## config.mk

```make
export PLATFORM = sky130hd
export DESIGN_NAME = mc_control
export DESIGN_NICKNAME = d
export VERILOG_FILES = /design/src/rtl/mc_control_pkg.sv /design/src/rtl/mc_control_decode.sv /design/src/rtl/mc_control.sv
export SDC_FILE = /design/constraint.sdc
export NUM_CORES = 1
export LEC_CHECK = 0
export CAP_MARGIN = 5
export CORE_ASPECT_RATIO = 0.75
export CORE_MARGIN = 3
export CORE_UTILIZATION = 50
export DETAILED_ROUTE_END_ITERATION = 12
export PLACE_DENSITY_LB_ADDON = 0.2
export SYNTH_ARGS = -nofsm -noshare
export SYNTH_HDL_FRONTEND = slang
export SYNTH_SLANG_ARGS = --single-unit
```

## constraint.sdc

```tcl
create_clock -name clk -period 4.14 [get_ports clk]
set_input_delay 1.242 -clock clk [delete_from_list [all_inputs] [get_ports clk]]
set_output_delay 1.242 -clock clk [all_outputs]
set_load 0.02 [all_outputs]
```

## src/rtl/mc_control_pkg.sv

```systemverilog
// rtl/mc_control_pkg.sv - shared encodings for the multicycle control FSM
package mc_control_pkg;

  localparam int PKG_WORD_SIZE = 16;

  localparam logic [2:0] S_IF   = 3'd0;
  localparam logic [2:0] S_ID   = 3'd1;
  localparam logic [2:0] S_EX   = 3'd2;
  localparam logic [2:0] S_MEM  = 3'd3;
  localparam logic [2:0] S_WB   = 3'd4;
  localparam logic [2:0] S_HALT = 3'd5;

  localparam logic [3:0] OPCODE_BNE   = 4'd0;
  localparam logic [3:0] OPCODE_BEQ   = 4'd1;
  localparam logic [3:0] OPCODE_BGZ   = 4'd2;
  localparam logic [3:0] OPCODE_BLZ   = 4'd3;
  localparam logic [3:0] OPCODE_ADI   = 4'd4;
  localparam logic [3:0] OPCODE_ORI   = 4'd5;
  localparam logic [3:0] OPCODE_LHI   = 4'd6;
  localparam logic [3:0] OPCODE_LWD   = 4'd7;
  localparam logic [3:0] OPCODE_SWD   = 4'd8;
  localparam logic [3:0] OPCODE_JMP   = 4'd9;
  localparam logic [3:0] OPCODE_JAL   = 4'd10;
  localparam logic [3:0] OPCODE_RTYPE = 4'd15;

  localparam logic [5:0] INST_FUNC_JPR = 6'd25;
  localparam logic [5:0] INST_FUNC_JRL = 6'd26;
  localparam logic [5:0] INST_FUNC_WWD = 6'd28;
  localparam logic [5:0] INST_FUNC_HLT = 6'd29;

  localparam logic [3:0] FUNC_ADD = 4'd0;
  localparam logic [3:0] FUNC_SUB = 4'd1;
  localparam logic [3:0] FUNC_AND = 4'd2;
  localparam logic [3:0] FUNC_ORR = 4'd3;
  localparam logic [3:0] FUNC_NOT = 4'd4;
  localparam logic [3:0] FUNC_TCP = 4'd5;
  localparam logic [3:0] FUNC_SHL = 4'd6;
  localparam logic [3:0] FUNC_SHR = 4'd7;
  localparam logic [3:0] FUNC_LHI = 4'd8;
  localparam logic [3:0] FUNC_BNE = 4'd9;
  localparam logic [3:0] FUNC_BEQ = 4'd10;
  localparam logic [3:0] FUNC_BGZ = 4'd11;
  localparam logic [3:0] FUNC_BLZ = 4'd12;

  localparam logic [1:0] PC_SRC_SEQ  = 2'd0;
  localparam logic [1:0] PC_SRC_BR   = 2'd1;
  localparam logic [1:0] PC_SRC_JUMP = 2'd2;
  localparam logic [1:0] PC_SRC_REG  = 2'd3;

  localparam logic [1:0] SRC_B_RT   = 2'd0;
  localparam logic [1:0] SRC_B_ONE  = 2'd1;
  localparam logic [1:0] SRC_B_SEXT = 2'd2;
  localparam logic [1:0] SRC_B_ZEXT = 2'd3;

  localparam logic [1:0] WB_ALU = 2'd0;
  localparam logic [1:0] WB_MDR = 2'd1;
  localparam logic [1:0] WB_PC  = 2'd2;

  localparam logic [1:0] REG_DST_RT   = 2'd0;
  localparam logic [1:0] REG_DST_RD   = 2'd1;
  localparam logic [1:0] REG_DST_LINK = 2'd2;

  typedef enum logic [3:0] {
    C_NOP, C_RALU, C_ADI, C_ORI, C_LHI, C_LWD, C_SWD, C_BR,
    C_JMP, C_JAL, C_JPR, C_JRL, C_WWD, C_HLT
  } inst_class_t;

endpackage

```

## src/rtl/mc_control_decode.sv

```systemverilog
// rtl/mc_control_decode.sv - combinational instruction classifier (mc_decode)
module mc_decode
  import mc_control_pkg::*;
(
  input  logic [3:0]  opcode,
  input  logic [5:0]  func,
  output inst_class_t cls,
  output logic [3:0]  alu_func,
  output logic [1:0]  alu_src_b,
  output logic [1:0]  reg_dst
);

  always_comb begin
    cls       = C_NOP;
    alu_func  = FUNC_ADD;
    alu_src_b = SRC_B_RT;
    reg_dst   = REG_DST_RT;
    case (opcode)
      OPCODE_RTYPE: begin
        reg_dst = REG_DST_RD;
        if (func < 6'd8) begin
          cls      = C_RALU;
          alu_func = {1'b0, func[2:0]};
        end else begin
          case (func)
            INST_FUNC_JPR: cls = C_JPR;
            INST_FUNC_JRL: cls = C_JRL;
            INST_FUNC_WWD: cls = C_WWD;
            INST_FUNC_HLT: cls = C_HLT;
            default:       cls = C_NOP;
          endcase
        end
      end
      OPCODE_ADI: begin cls = C_ADI; alu_src_b = SRC_B_SEXT; end
      OPCODE_ORI: begin cls = C_ORI; alu_func = FUNC_ORR; alu_src_b = SRC_B_ZEXT; end
      OPCODE_LHI: begin cls = C_LHI; alu_func = FUNC_LHI; alu_src_b = SRC_B_ZEXT; end
      OPCODE_LWD: begin cls = C_LWD; alu_src_b = SRC_B_SEXT; end
      OPCODE_SWD: begin cls = C_SWD; alu_src_b = SRC_B_SEXT; end
      OPCODE_BNE: begin cls = C_BR; alu_func = FUNC_BNE; end
      OPCODE_BEQ: begin cls = C_BR; alu_func = FUNC_BEQ; end
      OPCODE_BGZ: begin cls = C_BR; alu_func = FUNC_BGZ; end
      OPCODE_BLZ: begin cls = C_BR; alu_func = FUNC_BLZ; end
      OPCODE_JMP: cls = C_JMP;
      OPCODE_JAL: cls = C_JAL;
      default:    cls = C_NOP;
    endcase
  end

endmodule

```

## src/rtl/mc_control.sv

```systemverilog
// rtl/mc_control.sv - multicycle IF/ID/EX/MEM/WB control FSM with retire counter
module mc_control
  import mc_control_pkg::*;
#(
  parameter int WORD_SIZE = 16,
  parameter int CNT_WIDTH = 16
) (
  input  logic                 clk,
  input  logic                 reset,
  input  logic [3:0]           opcode,
  input  logic [5:0]           func,
  input  logic                 alu_bcond,
  input  logic                 mem_ack,
  output logic                 mem_req,
  output logic                 mem_we,
  output logic                 iord,
  output logic                 ir_write,
  output logic                 pc_write,
  output logic [1:0]           pc_src,
  output logic [3:0]           alu_func,
  output logic                 alu_src_a,
  output logic [1:0]           alu_src_b,
  output logic                 reg_write,
  output logic [1:0]           reg_dst,
  output logic [1:0]           wb_src,
  output logic                 output_port_en,
  output logic                 halted,
  output logic [CNT_WIDTH-1:0] num_inst
);

  if (WORD_SIZE != PKG_WORD_SIZE) begin : g_word_size_check
    $error("mc_control: WORD_SIZE must match the datapath word size");
  end

  logic [2:0]  state, next_state;
  logic        retire;
  logic [3:0]  ex_func_q;
  inst_class_t cls;
  logic [3:0]  dec_alu_func;
  logic [1:0]  dec_src_b;
  logic [1:0]  dec_reg_dst;

  mc_decode u_decode (
    .opcode    (opcode),
    .func      (func),
    .cls       (cls),
    .alu_func  (dec_alu_func),
    .alu_src_b (dec_src_b),
    .reg_dst   (dec_reg_dst)
  );

  always_ff @(posedge clk) begin
    if (reset) begin
      state     <= S_IF;
      num_inst  <= '0;
      ex_func_q <= FUNC_ADD;
    end else begin
      state <= next_state;
      if (retire) num_inst <= num_inst + CNT_WIDTH'(1);
      if (state == S_EX) ex_func_q <= dec_alu_func;
    end
  end

  always_comb begin
    next_state     = state;
    retire         = 1'b0;
    mem_req        = 1'b0;
    mem_we         = 1'b0;
    iord           = 1'b0;
    ir_write       = 1'b0;
    pc_write       = 1'b0;
    pc_src         = PC_SRC_SEQ;
    alu_func       = FUNC_ADD;
    alu_src_a      = 1'b0;
    alu_src_b      = SRC_B_RT;
    reg_write      = 1'b0;
    reg_dst        = REG_DST_RT;
    wb_src         = WB_ALU;
    output_port_en = 1'b0;
    halted         = 1'b0;
    case (state)
      S_IF: begin
        mem_req = 1'b1;
        if (mem_ack) begin
          ir_write   = 1'b1;
          pc_write   = 1'b1;
          next_state = S_ID;
        end
      end
      S_ID: begin
        // ALU precomputes PC + sign-ext imm so the branch target is ready for EX
        alu_src_b = SRC_B_SEXT;
        next_state = S_IF;
        retire     = 1'b1;
        case (cls)
          C_HLT: begin next_state = S_HALT; retire = 1'b0; end
          C_JMP: begin pc_write = 1'b1; pc_src = PC_SRC_JUMP; end
          C_JPR: begin pc_write = 1'b1; pc_src = PC_SRC_REG; end
          C_JAL, C_JRL: begin
            pc_write  = 1'b1;
            pc_src    = (cls == C_JAL) ? PC_SRC_JUMP : PC_SRC_REG;
            reg_write = 1'b1;
            reg_dst   = REG_DST_LINK;
            wb_src    = WB_PC;
          end
          C_WWD: output_port_en = 1'b1;
          C_NOP: ;
          default: begin next_state = S_EX; retire = 1'b0; end
        endcase
      end
      S_EX: begin
        alu_func  = dec_alu_func;
        alu_src_a = 1'b1;
        alu_src_b = dec_src_b;
        if (cls == C_BR) begin
          if (alu_bcond) begin
            pc_write = 1'b1;
            pc_src   = PC_SRC_BR;
          end
          retire     = 1'b1;
          next_state = S_IF;
        end else if (cls == C_LWD || cls == C_SWD) begin
          next_state = S_MEM;
        end else begin
          next_state = S_WB;
        end
      end
      S_MEM: begin
        alu_func = ex_func_q;
        mem_req  = 1'b1;
        iord     = 1'b1;
        mem_we   = (cls == C_SWD);
        if (mem_ack) begin
          if (cls == C_SWD) begin
            retire     = 1'b1;
            next_state = S_IF;
          end else begin
            next_state = S_WB;
          end
        end
      end
      S_WB: begin
        alu_func   = ex_func_q;
        reg_write  = 1'b1;
        reg_dst    = dec_reg_dst;
        wb_src     = (cls == C_LWD) ? WB_MDR : WB_ALU;
        retire     = 1'b1;
        next_state = S_IF;
      end
      S_HALT: halted = 1'b1;
      default: next_state = S_IF;
    endcase
    // Reset silences the datapath immediately, including an in-flight memory request
    if (reset) begin
      mem_req        = 1'b0;
      mem_we         = 1'b0;
      iord           = 1'b0;
      ir_write       = 1'b0;
      pc_write       = 1'b0;
      pc_src         = PC_SRC_SEQ;
      alu_func       = FUNC_ADD;
      alu_src_a      = 1'b0;
      alu_src_b      = SRC_B_RT;
      reg_write      = 1'b0;
      reg_dst        = REG_DST_RT;
      wb_src         = WB_ALU;
      output_port_en = 1'b0;
      halted         = 1'b0;
    end
  end

endmodule

```

==> impl_metrics.ini <==
[sta]
tightest_slew_ns = 0.534
setup_tns_ns = 0
finalCriticalPeriod_ns = 4.07
max_freq_ghz = 0.246
finalMaxSlewViolations = 0
rsz0062_at_grt = true
finClkSkew_ns = 0.00151
slew_headroom = 0.640
post-route-period-util = 0.984
hold_viol = 0
setup_ws_ns = 0.0673
setup_violations = 0

[floorplan]
core_um2 = 3830
start_util = 0.541
fp.dieH_um = 61.7
io_pins = 51
die_w_um = 80.3
dieArea_um2 = 4950
rows = 19

[grt]
grt_pass1_vias = 2427
grt_start_max_net_pins = 23
overflow = 0
grt_usage = 0.309
grt_pass1_wl_mm = 12.2
antenna_found_initial = 0

[synth]
yosys_warnings = 0
ys_types = 56
syn_inst = 295
synth-seq-cells = 23
syn_area_um2 = 2070
yosysTopAreaCell = dfxtp_1
seq_area_frac_synth = 0.222
syn_nets = 310
synth_top_area_frac = 0.222
synth-async-reset-ratio = 0
synth_flop_cell = dfxtp_1
synthTopCellsByArea = dfxtp_1 22%, nand2_1 8.2%, a21oi_1 6.3%
synth.avg_cell_area_um2 = 7.02
synth-edff-count = 0

[power]
peakVddDrop_mv = 0.166
power_per_cell_area_nw_per_um2 = 194
leakagePower_nw = 1.26

[clocking]
cts_tree = done
worstSkewPairLatency_ns = 0.27
h-tree-depth = 1
cts_inserted_buffers = 3
path_clk_slew_ns = 0.09
clockBufferDepth = 2
cts_hold_buf = 0
cts-root-buf = clkbuf_8
cts.sinks = 23

[cells_and_area]
area_delta_synth_final_pct = 47.4
mostFrequentLayoutCells = 62 x buf_4, 45 x nand2_1, 24 x a21oi_1, 23 x dfxtp_1, 22 x clkdlybuf4s50_1
nets = 397
final-instance-count-excl-fill = 433
drive_above_1_share = 0.270
mostFrequentLayoutCell = buf_4
diodes = 0
fin_util = 0.797

[placement]
hpwl_mm = 5.15
placed_cells = 423
place_congestion = 0.918
io_buffer_count = 50
preCtsSetupSlack_ns = -0.711

[outcome]
status = complete, no violations

[drt]
drc = 0
drt.antenna.violating_nets = 0
dr_total_vias = 2755
drt_wl_total_mm = 7.32
post_drt_wl_per_cell_um = 16.9
drt_pass1_iterations = 6
drt_iter0_drc = 367
viasPerCell = 6.36

[critical_path]
worstSetupStartpointType = input pin
critPathKind = input pin to output pin
critPathRequiredTime_ns = 2.90
cp.arrival_ns = 2.83
critPathMaxFanout = 4
cp-end-kind = output pin

[flow_run]
cap_viol_max_count = 0

[min_path]
min-delay-path-class = register to register
-- state kept, by name (all words and copies together), names as in the netlist --
| signal | flops |
|---|---|
| num_inst | 16 |
| ex_func_q | 4 |
| state | 3 |
-- metrics by stage --
stage	area [µm²]	hold WS (ns)	total power [mW]
2_1_floorplan	2070	0.437	0.350
3_3_place_gp	2900	0.444	0.434
3_5_place_dp	2900	0.449	0.440
4_1_cts	3030	0.463	0.585
5_1_grt	3050	0.477	0.618
6_report	3050	0.462	0.593
-- repair_timing --
item	4_1_cts	5_1_grt
pin swaps	9	2
setup buffers	6	0
gates resized for setup	76	12
endpoints found under the setup margin	15	10
-- final cells by class --
type	instances	area, µm²
Multi-Input combinational cell	233	1510
Tap cell	52	65.1
Clock buffer	3	41.3
Timing Repair Buffer	109	920
Fill cell	279	777
Sequential cell	23	460
Clock inverter	1	5.00
Inverter	12	45.0
-- layer usage --
layer	part of all wire	global-route usage	vias up
li1	-	-	1275
met1	0.44	0.442	1291
met2	0.44	0.485	183
met3	0.12	0.0836	6
met4	0.0019	0.0386	0
met5	0	0	-
-- worst paths after layout --
path | startpoint | to | slack, ns | cells after the start
setup reg to reg | state[1]$_SDFFE_PP0P_ | num_inst[4]$_SDFFE_PP0P_ | 2.05 | 6
hold / removal | ex_func_q[2]$_SDFFE_PP0P_ | ex_func_q[2]$_SDFFE_PP0P_ | 0.46 | 2
setup / recovery | func[2] | pc_src[0] | 0.07 | 8
hold reg to reg | ex_func_q[2]$_SDFFE_PP0P_ | ex_func_q[2]$_SDFFE_PP0P_ | 0.46 | 2
-- power by group --
group	internal (mW)	switching, mW
registers	0.230	0.0148
logic	0.0903	0.111
clock network	0.0675	0.0789
-- cells in the mapped netlist, drive strengths merged (2+ instances only) --
cell type	instances
nand2	45
a21oi	26
dfxtp	23
nor3	21
nor2	18
buf	14
clkbuf	13
inv	11
nor4	9
o21ai	9
a41oi	8
nand3	8
a211oi	7
nand2b	7
o211ai	7
o311ai	7
nand4	6
nor4b	5
or2	5
a311oi	4
nor2b	4
a22oi	3
a31oi	3
and2	3
and3	3
nand3b	2
nand4bb	2
o2111ai	2
or3b	2
xnor2	2
xor2	2
-- critical path, cell delays in order --
cell,delay [ns]
dlygate4sd2_1,0.24
buf_4,0.15
nand4bb_4,0.25
nor4_4,0.37
buf_4,0.17
a31oi_1,0.04
nor2_1,0.11
clkdlybuf4s15_2,0.27
-- cells by family (layout without fill, tap and decap cells) --
family | count (synthesis) | count (layout) | share of synthesized area
adders and majority gates | 1 | 1 | 0.00604
buffers and inverters | 39 | 125 | 0.0877
DFF | 23 | 23 | 0.222
AOI/OAI and AO/OA | 85 | 85 | 0.298
xor gates and xnor gates | 4 | 4 | 0.0169
and+or+nand+nor | 143 | 143 | 0.369
Note: power is estimated with default switching activity, not from simulation.
